### config.mk
export PLATFORM = sky130hd
export DESIGN_NAME = iterative_alu
export DESIGN_NICKNAME = d
export VERILOG_FILES = /design/src/rtl/iterative_alu.sv
export SDC_FILE = /design/constraint.sdc
export NUM_CORES = 1
export LEC_CHECK = 0
export ABC_AREA = 1
export CAP_MARGIN = 20
export CELL_PAD_IN_SITES_DETAIL_PLACEMENT = 1
export CELL_PAD_IN_SITES_GLOBAL_PLACEMENT = 1
export CORE_ASPECT_RATIO = 1.75
export CORE_MARGIN = 2
export CORE_UTILIZATION = 36
export DETAILED_ROUTE_END_ITERATION = 8
export GPL_TIMING_DRIVEN = 0
export PLACE_DENSITY = 0.86
export SETUP_SLACK_MARGIN = 0.3
export SYNTH_ARGS = -nofsm -noshare
export SYNTH_HDL_FRONTEND = slang
export SYNTH_SLANG_ARGS = --single-unit
### constraint.sdc
create_clock -name clk -period 1.99 [get_ports clk]
set_input_delay 0.398 -clock clk [delete_from_list [all_inputs] [get_ports clk]]
set_output_delay 0.398 -clock clk [all_outputs]
set_load 0.005 [all_outputs]
### src/rtl/iterative_alu.sv
// iterative_alu: execute-stage ALU with a single-entry valid/ready interface
// and a registered result. Non-shift ops (and zero-amount shifts) complete in
// one cycle. Shifts normally run in a 1-bit-per-cycle shifter, taking
// shamt+1 cycles.
//
// Build option: define BARREL_SHIFT_EN to use a combinational barrel shifter
// instead. Every op then has latency 1, and the SHIFT state and its counter
// disappear. Results are identical in both builds.
//
// Handshake: an op is accepted on a clock edge where in_valid & in_ready.
// SrcA, SrcB and ALUControl are sampled only on that edge. A result is handed
// over on an edge where out_valid & out_ready. While out_valid & !out_ready,
// ALUResult and Zero hold steady and no new op is accepted. in_ready is held
// low during rst and flush.
//
// Observability: the sequencer state (state, cnt, work, shift kind) lives in
// one packed struct, st_q, so checkers can bind to a single signal.
module iterative_alu #(
  parameter int WIDTH = 32
) (
  input  logic             clk,
  input  logic             rst,
  input  logic             flush,
  input  logic             in_valid,
  output logic             in_ready,
  input  logic [WIDTH-1:0] SrcA,
  input  logic [WIDTH-1:0] SrcB,
  input  logic [3:0]       ALUControl,
  output logic             out_valid,
  input  logic             out_ready,
  output logic [WIDTH-1:0] ALUResult,
  output logic             Zero
);

  localparam int SHAMT_W = $clog2(WIDTH);

  logic [SHAMT_W-1:0]      shamt;
  logic [2:0]              funct3;
  logic                    is_shift;
  logic signed [WIDTH-1:0] srca_s;
  logic [WIDTH-1:0]        comb_result;
  logic                    ov_d;
  logic [WIDTH-1:0]        res_d;
  logic                    zero_d;

  assign shamt    = SrcB[SHAMT_W-1:0];
  assign funct3   = ALUControl[2:0];
  assign is_shift = (funct3 == 3'b001) || (funct3 == 3'b101);
  assign srca_s   = SrcA;

  // Single-cycle result. In the iterative build, shift slots pass SrcA
  // through; that path is only used for a zero shift amount.
  always_comb begin
    comb_result = '0;
    case (funct3)
      3'b000: comb_result = ALUControl[3] ? (SrcA - SrcB) : (SrcA + SrcB);
`ifdef BARREL_SHIFT_EN
      3'b001: comb_result = SrcA << shamt;
      3'b101: comb_result = ALUControl[3] ? (srca_s >>> shamt) : (SrcA >> shamt);
`else
      3'b001: comb_result = SrcA;
      3'b101: comb_result = SrcA;
`endif
      3'b010: comb_result = {{(WIDTH-1){1'b0}}, ($signed(SrcA) < $signed(SrcB))};
      3'b011: comb_result = {{(WIDTH-1){1'b0}}, (SrcA < SrcB)};
      3'b100: comb_result = SrcA ^ SrcB;
      3'b110: comb_result = SrcA | SrcB;
      3'b111: comb_result = SrcA & SrcB;
      default: comb_result = '0;
    endcase
  end

`ifdef BARREL_SHIFT_EN

  // Next output state: accept when the output slot is free or being drained.
  always_comb begin
    ov_d     = out_valid;
    res_d    = ALUResult;
    zero_d   = Zero;
    in_ready = 1'b0;
    if (flush) begin
      ov_d = 1'b0;
    end else begin
      in_ready = !rst && (!out_valid || out_ready);
      if (out_valid && out_ready) ov_d = 1'b0;
      if (in_valid && in_ready) begin
        res_d  = comb_result;
        zero_d = (SrcA == SrcB);
        ov_d   = 1'b1;
      end
    end
  end

  // Output registers.
  always_ff @(posedge clk) begin
    if (rst) begin
      out_valid <= 1'b0;
      ALUResult <= '0;
      Zero      <= 1'b0;
    end else begin
      out_valid <= ov_d;
      ALUResult <= res_d;
      Zero      <= zero_d;
    end
  end

`else

  typedef enum logic {IDLE = 1'b0, SHIFT = 1'b1} state_t;

  typedef struct packed {
    state_t             state;
    logic [SHAMT_W-1:0] cnt;
    logic [WIDTH-1:0]   work;
    logic               shl;    // 1: shift left, 0: shift right
    logic               arith;  // right shifts only: replicate the MSB
  } seq_t;

  seq_t             st_q, st_d;
  logic [WIDTH-1:0] shifted;

  // One-bit step of the iterative shifter.
  always_comb begin
    if (st_q.shl) shifted = {st_q.work[WIDTH-2:0], 1'b0};
    else          shifted = {st_q.arith & st_q.work[WIDTH-1], st_q.work[WIDTH-1:1]};
  end

  // Next-state and output logic for the IDLE/SHIFT sequencer.
  always_comb begin
    st_d     = st_q;
    ov_d     = out_valid;
    res_d    = ALUResult;
    zero_d   = Zero;
    in_ready = 1'b0;
    if (flush) begin
      st_d.state = IDLE;
      st_d.cnt   = '0;
      ov_d       = 1'b0;
    end else begin
      case (st_q.state)
        IDLE: begin
          in_ready = !rst && (!out_valid || out_ready);
          if (out_valid && out_ready) ov_d = 1'b0;
          if (in_valid && in_ready) begin
            zero_d = (SrcA == SrcB);
            if (is_shift && (shamt != '0)) begin
              st_d.state = SHIFT;
              st_d.cnt   = shamt;
              st_d.work  = SrcA;
              st_d.shl   = (funct3 == 3'b001);
              st_d.arith = ALUControl[3];
            end else begin
              res_d = comb_result;
              ov_d  = 1'b1;
            end
          end
        end
        SHIFT: begin
          st_d.work = shifted;
          st_d.cnt  = st_q.cnt - SHAMT_W'(1);
          if (st_q.cnt == SHAMT_W'(1)) begin
            st_d.state = IDLE;
            res_d      = shifted;
            ov_d       = 1'b1;
          end
        end
        default: st_d.state = IDLE;
      endcase
    end
  end

  // State and output registers.
  always_ff @(posedge clk) begin
    if (rst) begin
      st_q      <= '0;
      out_valid <= 1'b0;
      ALUResult <= '0;
      Zero      <= 1'b0;
    end else begin
      st_q      <= st_d;
      out_valid <= ov_d;
      ALUResult <= res_d;
      Zero      <= zero_d;
    end
  end

`endif

endmodule

# ---- Word level (Yosys, flattened, before mapping)
# Index checks and enable logic that the tools add are counted.
dict set report classes {
  addsub 3
  order_cmp 2
  eq_ne 13
  n_mux 18
  bitwise 6
  n_reduce_logical 17
}
# operator n
set op_table {}
lappend op_table {{one-hot mux 32 bit (7 select lines)} 1}
lappend op_table {{two-way mux 32 bit} 5}
lappend op_table {{two-way mux 40 bit} 2}
lappend op_table {{one-hot mux 38 bit (2 select lines)} 1}
lappend op_table {{less-than comparator 32 bit} 2}
lappend op_table {{one-hot mux 32 bit (2 select lines)} 1}
lappend op_table {{adder 32 bit} 1}
lappend op_table {{bitwise AND 32 bit} 1}
lappend op_table {{equality test 32 bit} 1}
lappend op_table {{OR 32 bit} 1}
lappend op_table {{subtractor 32 bit} 1}
lappend op_table {{bitwise XOR 32 bit} 1}
lappend op_table {{equality test 3 bit, second input constant} 4}
lappend op_table {{AND reduction 4 bit} 2}
lappend op_table {{two-way mux 1 bit} 7}
lappend op_table {{equality test 3 x 2 -> 1 bit, second input constant} 2}
lappend op_table {{!= test 2 bit, second input constant} 3}
lappend op_table {{AND reduction 3 bit} 2}
lappend op_table {{equality test 5 x 1 -> 1 bit, second input constant} 1}
lappend op_table {{nonzero test 5 bit} 1}
lappend op_table {{subtractor 5 x 1 -> 5 bit, second input constant} 1}
lappend op_table {{logical AND 1 bit} 4}
lappend op_table {{OR reduction 2 bit} 2}
lappend op_table {{equality test 3 x 1 -> 1 bit, second input constant} 1}
lappend op_table {{other kinds (8)} 11}
dict set report totals {
  register_bits 74
  output_inout_bits 35
  elab_cells 67
}

# ---- Logic depth before layout (Yosys ltp)
dict set report depth {
  ltp_word 6
  ltp_mapped 20
  ltp_nobuf 19
}

# ---- Least setup slack after synthesis
# Ideal clock, no wire load.
dict set report synth_timing {
  kind {input to register}
  start {in SrcA[0]}
  end {reg ALUResult[20]}
  setup_ns 0.122
  t_arrival_ns 1.922
  required_time_ns 1.868
  path_slack_ns -0.053
  stages 19
  n_path_buf 0
  path_cell_list {ha_1 > inv_1 > fa_1 > inv_1 > nand3_1 > nand3_1 > nand2_1 > nand2_1 > nand2_1 > nand2_1 > nand2_1 > nand2_1 > nand2_1 > nand2_1 > nand2_1 > nand3_1 > nand2_1 > nand2_1 > a21oi_2}
}
dict set report synth_via {
  elab_chain_cells 6
  elab_cells_between_ends 7
  classes_between {add/sub: 2; mux: 5}
}
# element line
set synth_lines {}
lappend synth_lines {{start, declared} 26} ;# input logic [WIDTH-1:0] SrcA,
lappend synth_lines {{adder 32 bit / subtractor 32 bit (equally long branches)} 56} ;# 3'b000: comb_result = ALUControl[3] ? (SrcA - SrcB) : (SrcA + SrcB);
lappend synth_lines {{two-way mux 32 bit (*)} 56}
lappend synth_lines {{one-hot mux 32 bit (7 select lines) (*)} 55} ;# case (funct3)
lappend synth_lines {{two-way mux 32 bit (*)} 146} ;# if (is_shift && (shamt != '0)) begin
lappend synth_lines {{two-way mux 32 bit (*)} 144} ;# if (in_valid && in_ready) begin
lappend synth_lines {{one-hot mux 32 bit (2 select lines) (*)} 140} ;# case (st_q.state)
lappend synth_lines {{end signal, assigned} 182} ;# ALUResult <= res_d;
lappend synth_lines {{end, declared} 31} ;# output logic [WIDTH-1:0] ALUResult,
# Every way passes the cells marked *; elsewhere a longest branch is shown, timed or not. The select of a mux whose other input is x is not followed.
# A chain may end at the register's enable or synchronous reset.

# ---- Worst setup path after layout
dict set report layout_timing {
  start {in SrcB[11]}
  end {reg ALUResult[24]}
}
dict set report layout_via {
  elab_chain_cells 6
  elab_cells_between_ends 7
  classes_between {add/sub: 2; mux: 5}
}
# element line
set layout_lines {}
lappend layout_lines {{start, declared} 27} ;# input logic [WIDTH-1:0] SrcB,
lappend layout_lines {{adder 32 bit / subtractor 32 bit (equally long branches)} 56}
lappend layout_lines {{two-way mux 32 bit (*)} 56}
lappend layout_lines {{one-hot mux 32 bit (7 select lines) (*)} 55}
lappend layout_lines {{two-way mux 32 bit (*)} 146}
lappend layout_lines {{two-way mux 32 bit (*)} 144}
lappend layout_lines {{one-hot mux 32 bit (2 select lines) (*)} 140}
# Marks and branches as above.

==> impl_metrics.json <==
{
  "status": "finished, violations left",
  "violations": "setup timing",
  "clock-root-buffer": "clkbuf_16",
  "reg2reg_depth": 13,
  "dr_wl_met2_um": 31700,
  "required_ns": 2.28,
  "viasPerCell": 6.31,
  "synth.largest_area_cell": "nand2_1",
  "rsz0062_at_grt": "yes",
  "post_drt_wl_per_cell_um": 28.2,
  "port_buffers": 107,
  "synth_area_leaders": "nand2_1, dfxtp_1, ha_1",
  "tightest_slew_ns": 0.743,
  "first_global_vias": 14880,
  "grt_max_degree": 14,
  "r2r_start": "out_valid$_SDFFE_PP0P_",
  "fin_crit_sh_pct": 117,
  "firstDrtPassIters": 7,
  "nFillCells": 3383,
  "synth_cell_type_count": 46,
  "worstHoldEndpoint": "st_q[34]$_SDFFE_PP0P_",
  "drt_wl_total_um": 66800,
  "hold_viol_final": 0,
  "clk_latency_ns": 0.36,
  "dp_hpwl_um": 39200,
  "avgSynthCellArea_um2": 5.67,
  "die_h_um": 225,
  "wl_met1_um": 21700,
  "endpoint_kind": "flip-flop",
  "gp_congestion": 0.979,
  "cp-start-kind": "primary input",
  "report.final.slew_viol_count": 0,
  "initial_core_util_pct": 36.7,
  "route.met3.wl_um": 5300,
  "fin_crit_ns": 2.33,
  "yosysWarnings": 0,
  "grt_overflow_total": 0,
  "cts_tree": "yes",
  "yosys-top-cells-count": "nand2_1, inv_1, nor2_1",
  "synth_area_um2": 10000,
  "setup_viol": 28,
  "num_rows": 80,
  "critPathKind": "primary input to flip-flop",
  "r2r_end": "st_q[6]$_SDFFE_PP0P_",
  "syn-instance-count": 1769,
  "p_leak_uw": 0.00749,
  "clkSinkCount": 74,
  "hold_path.class": "primary input to flip-flop",
  "syn-num-nets": 1942,
  "arrival_ns": 2.62,
  "worst_clock_skew_ns": 0.00948,
  "drive_above_1_share_pct": 44.9,
  "cts_buffers": 9,
  "routed.top_layer": "met4",
  "ir_worst_vdd_uv": 929,
  "syn2layout_area_growth_pct": 59.4,
  "coreArea_um2": 27300,
  "placed_area_um2": 12200,
  "stdcell_area_um2": 16000,
  "maxCapViolCount": 0,
  "slew_headroom_pct": 50.5,
  "n_antenna_cell": 0,
  "antenna_left": 0,
  "min_path_cells": 3,
  "drtIter0Drc": 1198,
  "synth_edf_count": 0,
  "post-place-ws_ns": -1.19,
  "grt_usage_pct": 36.0,
  "ys_seq_area_share_pct": 14.8,
  "synthFlopType": "dfxtp_1",
  "pwr_density_cell_nw_per_um2": 491,
  "cts_max_path_buffers": 2,
  "yosysTopAreaCellShare_pct": 18.9,
  "io_pins": 108,
  "synth_seq_cells": 74,
  "drcViolationCount": 0,
  "multi_input_area_um2": 9370,
  "path_max_fanout": 8,
  "nets": 2170,
  "async_reset_ff_share_pct": 0,
  "power_uw": 7850,
  "setup_slack_ns": -0.336,
  "hold_buffers": 0,
  "dieArea_um2": 29300,
  "fmaxAchievable_mhz": 430,
  "antenna_found_initial": 0,
  "grt_pass1_wl_um": 80300,
  "yosysMostFrequentCell": "nand2_1",
  "hp-start": "SrcB[0]",
  "seqCellArea_um2": 1480,
  "die_x_um": 130,
  "cts_max_level": 3,
  "vias": 14945,
  "reg2reg_slack_ns": -0.09,
  "clkSlewWorstSetupHoldPaths_ns": 0.06
}
==> how the worst max path moves through the flow <==
| stage | slack [ns] | depth (start not counted) | start | end |
|---|---|---|---|---|
| floorplan | 0.04 | 19 | SrcA[0] | ALUResult[20]$_SDFFE_PP0P_ |
| global placement | -1.19 | 17 | SrcA[1] | ALUResult[31]$_SDFFE_PP0P_ |
| global route | -0.33 | 19 | SrcB[11] | ALUResult[24]$_SDFFE_PP0P_ |
| finish | -0.34 | 19 | SrcB[11] | ALUResult[24]$_SDFFE_PP0P_ |
| detailed placement | -1.19 | 17 | SrcB[1] | ALUResult[31]$_SDFFE_PP0P_ |
| CTS | 0.02 | 18 | SrcA[0] | ALUResult[16]$_SDFFE_PP0P_ |
==> worst max-delay path: stages <==
cell,delay (ns)
buf_6,0.10
inv_2,0.10
ha_4,0.23
buf_8,0.15
nor2_4,0.15
nand2_1,0.12
inv_1,0.14
nand2_4,0.10
nor2_4,0.17
nand2_2,0.10
nand3_1,0.09
nand2_1,0.06
nand2_1,0.06
nand2_1,0.06
nand2_2,0.11
nand2_1,0.09
nand2_2,0.11
nand2_1,0.09
a21oi_1,0.15
==> per-stage QoR <==
stage	TNS [ns]	util, %	hold WS [ns]	cells
after CTS	0	53.0	0.361	2338
after global placement	-58.89	44.7	0.454	2245
after floorplan	0	-	0.441	1769
after global routing	-4.91	58.5	0.375	2370
after detailed placement	-60.91	44.7	0.475	2245
final	-3.51	58.5	0.355	2370
==> cell usage in the layout, fill, tap and decap left out, drive strengths merged, types with 3 or more instances in the layout <==
| cell | instances |
|---|---|
| nand2 | 509 |
| inv | 299 |
| buf | 218 |
| nor2 | 189 |
| o21ai | 164 |
| a21oi | 154 |
| ha | 98 |
| nand3 | 76 |
| dfxtp | 74 |
| clkbuf | 48 |
| clkdlybuf4s50 | 34 |
| a221oi | 27 |
| nor3 | 24 |
| o22ai | 20 |
| nand4 | 12 |
| a31oi | 11 |
| o21bai | 6 |
| xor2 | 5 |
| clkinv | 3 |
| dlymetal6s2s | 3 |
| bufinv | 3 |
| clkdlybuf4s15 | 3 |
==> flip-flops by register name, summed over array words and instances (netlist names) <==
| signal | flops |
|---|---|
| Zero | 1 |
| ALUResult | 32 |
| out_valid | 1 |
| st_q | 40 |
==> report_power, final <==
part / switching [µW] / internal (µW)
combinational: 2680 / 1610
sequential: 47.5 / 1540
clock: 749 / 1230
total: 3480 / 4370
==> metal layers <==
metal | track usage (%) | up-vias
met5 | 0 | -
li1 | - | 6101
met1 | 36.8 | 7129
met4 | 30.9 | 0
met3 | 4.42 | 560
met2 | 63.5 | 1155
==> final cells by class <==
class / count / share of cell area, %
multi-input cells: 1313 / 58.6
repair buffers: 217 / 12.9
flip-flops and latches: 74 / 9.28
inverters: 300 / 8.06
plain buffers: 82 / 6.07
well taps: 369 / 2.89
clock buffers: 9 / 1.41
clock inverters: 6 / 0.720
==> repair_timing <==
action,CTS,global route
pin swaps,152,134
setup endpoints to repair,75,74
gates cloned,3,4
resized for setup,759,403
setup buffers,75,28
==> logic make-up after synthesis <==
kind of cell | Yosys count | synth area share, %
adder cells (fa/ha/maj) | 100 | 12.6
AND/OR/NAND/NOR | 816 | 33.4
flip-flops | 74 | 14.8
buffers and inverters | 382 | 17.0
AO/OA/AOI/OAI | 391 | 21.7
XOR/XNOR | 6 | 0.524
Note: power is estimated with default switching activity, not from simulation.
